$ cat config.mk
export PLATFORM = sky130hd
export DESIGN_NAME = shift_left_pipe_flat
export DESIGN_NICKNAME = d
export VERILOG_FILES = /design/src/rtl/shift_pkg.sv /design/src/rtl/shift_left_pipe_if.sv /design/src/rtl/shift_left_stage.sv /design/src/rtl/shift_left_pipe.sv /design/src/flat_wrapper.sv
export SDC_FILE = /design/constraint.sdc
export NUM_CORES = 1
export LEC_CHECK = 0
export BUFFER_PORTS_ARGS = -buffer_cell sky130_fd_sc_hd__buf_2
export CAP_MARGIN = 25
export CORE_MARGIN = 2
export CORE_UTILIZATION = 50
export DETAILED_ROUTE_END_ITERATION = 16
export GPL_TIMING_DRIVEN = 0
export PLACE_DENSITY = 0.73
export SYNTH_ARGS = -nofsm -noshare
export SYNTH_HDL_FRONTEND = slang
export SYNTH_SLANG_ARGS = --single-unit
export TNS_END_PERCENT = 5
$ cat constraint.sdc
create_clock -name clk -period 5.25 [get_ports clk]
set_input_delay 1.575 -clock clk [delete_from_list [all_inputs] [get_ports clk]]
set_output_delay 1.575 -clock clk [all_outputs]
set_load 0.01 [all_outputs]
$ cat src/rtl/shift_pkg.sv
// Shared definitions for the lane-granular shifters (left pipe and right combinational).
package shift_pkg;

  localparam int unsigned LANE_W    = 5;
  localparam int unsigned LANES     = 10;
  localparam int unsigned DATA_W    = LANE_W * LANES;
  localparam int unsigned SHIFT_W   = 3;
  localparam int unsigned MAX_SHIFT = 4;

  typedef logic [LANES-1:0][LANE_W-1:0] lane_arr_t;

  function automatic logic shift_in_range(input logic [SHIFT_W-1:0] s);
    return s <= SHIFT_W'(MAX_SHIFT);
  endfunction

endpackage

$ cat src/rtl/shift_left_pipe_if.sv
// Upstream and downstream handshake signals of the pipelined left shifter.
interface shift_left_pipe_if;

  logic                                   in_valid;
  logic                                   in_ready;
  logic [shift_pkg::DATA_W-1:0]           in;
  logic [shift_pkg::SHIFT_W-1:0]          shift;
  logic [shift_pkg::LANE_W-1:0]           fill;
  logic                                   out_valid;
  logic                                   out_ready;
  logic [shift_pkg::DATA_W-1:0]           out;
  logic                                   out_range_ok;

  modport slave (
    input  in_valid, in, shift, fill, out_ready,
    output in_ready, out_valid, out, out_range_ok
  );

  modport master (
    output in_valid, in, shift, fill, out_ready,
    input  in_ready, out_valid, out, out_range_ok
  );

endinterface

$ cat src/rtl/shift_left_stage.sv
// Combinational left shift by a fixed lane count when sel is set; vacated low lanes take fill.
module shift_left_stage
  import shift_pkg::*;
#(
  parameter int unsigned SHIFT_LANES = 1
) (
  input  lane_arr_t         d,
  input  logic              sel,
  input  logic [LANE_W-1:0] fill,
  output lane_arr_t         q
);

  assign q = sel ? lane_arr_t'({d[LANES-1-SHIFT_LANES:0], {SHIFT_LANES{fill}}}) : d;

endmodule

$ cat src/rtl/shift_left_pipe.sv
// Two-stage lane left shifter: stage 1 shifts by 1/2 lanes, stage 2 by 4 lanes plus range forcing.
module shift_left_pipe
  import shift_pkg::*;
(
  input logic              clk,
  input logic              rst,
  shift_left_pipe_if.slave bus
);

  lane_arr_t         in_lanes;
  lane_arr_t         st1_q;
  lane_arr_t         st2_q;
  lane_arr_t         st4_q;

  logic              s1_valid;
  lane_arr_t         s1_data;
  logic [LANE_W-1:0] s1_fill;
  logic              s1_sh2;
  logic              s1_rok;

  logic              s2_valid;
  lane_arr_t         s2_data;
  logic              s2_rok;

  logic              s1_adv;
  logic              s2_adv;

  assign in_lanes = lane_arr_t'(bus.in);

  shift_left_stage #(.SHIFT_LANES(1)) u_stage1 (
    .d    (in_lanes),
    .sel  (bus.shift[0]),
    .fill (bus.fill),
    .q    (st1_q)
  );

  shift_left_stage #(.SHIFT_LANES(2)) u_stage2 (
    .d    (st1_q),
    .sel  (bus.shift[1]),
    .fill (bus.fill),
    .q    (st2_q)
  );

  shift_left_stage #(.SHIFT_LANES(4)) u_stage4 (
    .d    (s1_data),
    .sel  (s1_sh2),
    .fill (s1_fill),
    .q    (st4_q)
  );

  // Each stage may load whenever it is empty or its contents leave this cycle.
  assign s2_adv   = !s2_valid || bus.out_ready;
  assign s1_adv   = !s1_valid || s2_adv;
  assign bus.in_ready = s1_adv;

  always_ff @(posedge clk or posedge rst) begin
    if (rst) begin
      s1_valid <= 1'b0;
      s1_data  <= '0;
      s1_fill  <= '0;
      s1_sh2   <= 1'b0;
      s1_rok   <= 1'b0;
    end else if (s1_adv) begin
      s1_valid <= bus.in_valid;
      if (bus.in_valid) begin
        s1_data <= st2_q;
        s1_fill <= bus.fill;
        s1_sh2  <= bus.shift[2];
        s1_rok  <= shift_in_range(bus.shift);
      end
    end
  end

  always_ff @(posedge clk or posedge rst) begin
    if (rst) begin
      s2_valid <= 1'b0;
      s2_data  <= '0;
      s2_rok   <= 1'b0;
    end else if (s2_adv) begin
      s2_valid <= s1_valid;
      if (s1_valid) begin
        s2_data <= s1_rok ? st4_q : lane_arr_t'({LANES{s1_fill}});
        s2_rok  <= s1_rok;
      end
    end
  end

  assign bus.out          = s2_data;
  assign bus.out_valid    = s2_valid;
  assign bus.out_range_ok = s2_rok;

endmodule

$ cat src/flat_wrapper.sv
// flat-port wrapper written by rule: the top's interface ports become plain ports
module shift_left_pipe_flat import shift_pkg::*;
  (clk, rst, bus_in_valid, bus_in, bus_shift, bus_fill, bus_out_ready, bus_in_ready, bus_out_valid, bus_out, bus_out_range_ok);
  shift_left_pipe_if bus_i ();
  input logic clk;
  input logic rst;
  input wire logic [$bits(bus_i.in_valid)-1:0] bus_in_valid;
  input wire logic [$bits(bus_i.in)-1:0] bus_in;
  input wire logic [$bits(bus_i.shift)-1:0] bus_shift;
  input wire logic [$bits(bus_i.fill)-1:0] bus_fill;
  input wire logic [$bits(bus_i.out_ready)-1:0] bus_out_ready;
  output wire logic [$bits(bus_i.in_ready)-1:0] bus_in_ready;
  output wire logic [$bits(bus_i.out_valid)-1:0] bus_out_valid;
  output wire logic [$bits(bus_i.out)-1:0] bus_out;
  output wire logic [$bits(bus_i.out_range_ok)-1:0] bus_out_range_ok;
  assign bus_i.in_valid = bus_in_valid;
  assign bus_i.in = bus_in;
  assign bus_i.shift = bus_shift;
  assign bus_i.fill = bus_fill;
  assign bus_i.out_ready = bus_out_ready;
  assign bus_in_ready = bus_i.in_ready;
  assign bus_out_valid = bus_i.out_valid;
  assign bus_out = bus_i.out;
  assign bus_out_range_ok = bus_i.out_range_ok;
  shift_left_pipe u_core (.clk(clk), .rst(rst), .bus(bus_i));
endmodule
==> impl_metrics.env <==
export IMPL_run_status="complete, no violations"
export IMPL_critPathArrivalTime_ns=2.05
export IMPL_setup_viol=0
export IMPL_start_kind="input pin"
export IMPL_std_cell_rows=39
export IMPL_crit_chain="buf_2 > nand3b_4 > buf_2"
export IMPL_yosys_most_used_dff="dfrtp_1"
export IMPL_finalClockSkew_ns=0.00642
export IMPL_final_util=0.610
export IMPL_holdWs_ns=0.483
export IMPL_area_delta_synth_final_pct=17.7
export IMPL_cp_end_kind="output port"
export IMPL_required_ns=3.68
export IMPL_hold_buffers=0
export IMPL_antenna_found_initial=0
export IMPL_rsz0062_at_grt="false"
export IMPL_synth_cells=429
export IMPL_start_util=0.519
export IMPL_cts_made_buffers=9
export IMPL_synth_seq_cells=110
export IMPL_die_y_um=113
export IMPL_antenna_left=0
export IMPL_post_route_period_util=0.690
export IMPL_cts_tree="done"
export IMPL_fmax_ghz=0.276
export IMPL_ys_top_cells_by_area="dfrtp_1, mux4_2, mux2i_1"
export IMPL_first_pass_iters=5
export IMPL_criticalPathCategory="input pin to output port"
export IMPL_seq_area_um2=2750
export IMPL_cpMostUsedCell="buf_2"
export IMPL_viasPerCell=6.00
export IMPL_final_layout_size_suffix_gt1_frac=0.440
export IMPL_powerDensity_nw_per_um2=384
export IMPL_cts_path_max_buffers=2
export IMPL_core_um2=11500
export IMPL_wl_per_cell_um=21.5
export IMPL_grt_overflow=0
export IMPL_drv_cap=0
export IMPL_routed_wl_mm=15.1
export IMPL_relSlewSlack=0.552
export IMPL_grt_pass1_wl_mm=24.3
export IMPL_yosysWarnings=0
export IMPL_multi_input_area_um2=2990
export IMPL_drc=0
export IMPL_vias=4209
export IMPL_gp_congestion=0.895
export IMPL_slowest_stage="nand3b_4"
export IMPL_hold_viol=0
export IMPL_num_io_pins=115
export IMPL_cts_sinks=110
export IMPL_worstPathMaxFanout=8
export IMPL_p_leak_nw=3.09
export IMPL_fillers=952
export IMPL_htreeDepth=3
export IMPL_grt_usage=0.251
export IMPL_synth_cell_type_count=19
export IMPL_drt_iter0_drc=231
export IMPL_yosys_area_top_type="dfrtp_1"
export IMPL_syn_nets=491
export IMPL_ir_worst_vdd_v=0.000235
export IMPL_port_buffers=113
export IMPL_fin_crit_ns=3.62
export IMPL_layout_nets=616
export IMPL_post_cts_buffers=0
export IMPL_worst_pin_slew_ns=0.670
export IMPL_slowest_delay_ns=0.20
export IMPL_clock_latency_ns=0.35
export IMPL_hold_class="flop to flop"
export IMPL_avgSynthCellArea_um2=13.9
export IMPL_synth_seq_area_share=0.461
export IMPL_detailed_place_hpwl_mm=11.6
export IMPL_die_area_um2=12800
export IMPL_synth_top_area_share=0.461
export IMPL_clk_pin_slew_ns=0.07
export IMPL_finalMaxSlewViolations=0
export IMPL_grt_max_degree=61
export IMPL_antenna_cells=0
export IMPL_syn_area_um2=5970
export IMPL_synth_async_reset_ratio=1.00
export IMPL_grt_pass1_vias=4466
export IMPL_die_w_um=113
export IMPL_synthMostInstantiatedCell="dfrtp_1"
export IMPL_synthTopCellsByCount="dfrtp_1, a21oi_1, mux2i_1, mux2_2, mux2_1"
export IMPL_cts_resized=0
export IMPL_synth_edf_count=0
export IMPL_cts_root_buf="clkbuf_16"
## metal layers
metal	share of wire	global-route usage	vias to the layer above
li1	-	-	1880
met1	0.44	0.341	2189
met2	0.50	0.418	119
met3	0.040	0.0370	21
met4	0.022	0.0837	0
met5	0	0	-
## flip-flops by register name, summed over array words and instances, names as in the netlist
name                     count
u_core.bus.out_range_ok      1
u_core.s1_valid              1
u_core.s1_rok                1
u_core.s1_fill               5
u_core.s1_sh2                1
u_core.bus.out_valid         1
u_core.s1_data              50
u_core.bus.out              50
## logic make-up after synthesis
group / count (synthesis) / share of synthesized area
flops: 110 / 0.461
simple gates: 13 / 0.0142
compound gates: 81 / 0.0679
mux: 188 / 0.418
buf+inv: 37 / 0.0386
## final cells by class
class                      count  area share
multi-input combinational    282       0.425
sequential                   110       0.392
timing repair buffer         114      0.0844
clock buffer                  12      0.0336
buffer                        36      0.0322
tap                          143      0.0254
clock inverter                 4     0.00676
inverter                       1    0.000890
## worst max-delay path: cells and delay by family
family / cells / cell delay (ns)
buffers and inverters: 2 / 0.28
AND/OR/NAND/NOR: 1 / 0.20
## report_power, final
| part | internal (mW) | switching, mW |
|---|---|---|
| combinational | 0.404 | 0.414 |
| sequential | 1.07 | 0.150 |
| clock | 0.369 | 0.296 |
| total | 1.84 | 0.860 |
## cells in the final DEF (no fill, tap or decap), types with 2 or more instances in the layout
cell         n
nand2b_1     4
mux4_2      40
buf_6        8
clkbuf_16    9
clkinv_2     2
mux2i_1     55
nor2_1       5
buf_2      129
mux2_2      48
buf_4        3
mux2_1      45
dfrtp_1    110
clkbuf_1    11
a21oi_1     80
## per-stage QoR
stage          worst slack (ns)  TNS (ns)  power [mW]  std cells  cell area, µm²
6_report                   1.63         0        2.70        702            7030
5_1_grt                    1.60         0        2.84        702            7030
4_1_cts                    1.62         0        2.71        702            7030
3_5_place_dp               1.62         0        2.05        686            6750
3_3_place_gp             -0.370    -40.26        2.01        685            6720
2_1_floorplan             0.773         0        1.71        429            5970
## worst paths after layout
kind | from | to | slack [ns] | depth (start not counted)
max in group asynchronous | rst | u_core.bus.out[33] | 3.22 | 3
worst min register to register | u_core.bus.out[37] | u_core.bus.out[37] | 0.48 | 1
worst max register to register | u_core.s1_sh2 | u_core.bus.out[46] | 3.48 | 5
min in group asynchronous | rst | u_core.bus.out[18] | 1.32 | 2
worst max-delay path | bus_out_ready | bus_in_ready | 1.63 | 3
worst min-delay path | u_core.bus.out[37] | u_core.bus.out[37] | 0.48 | 1
Note: power is estimated with default switching activity, not from simulation.
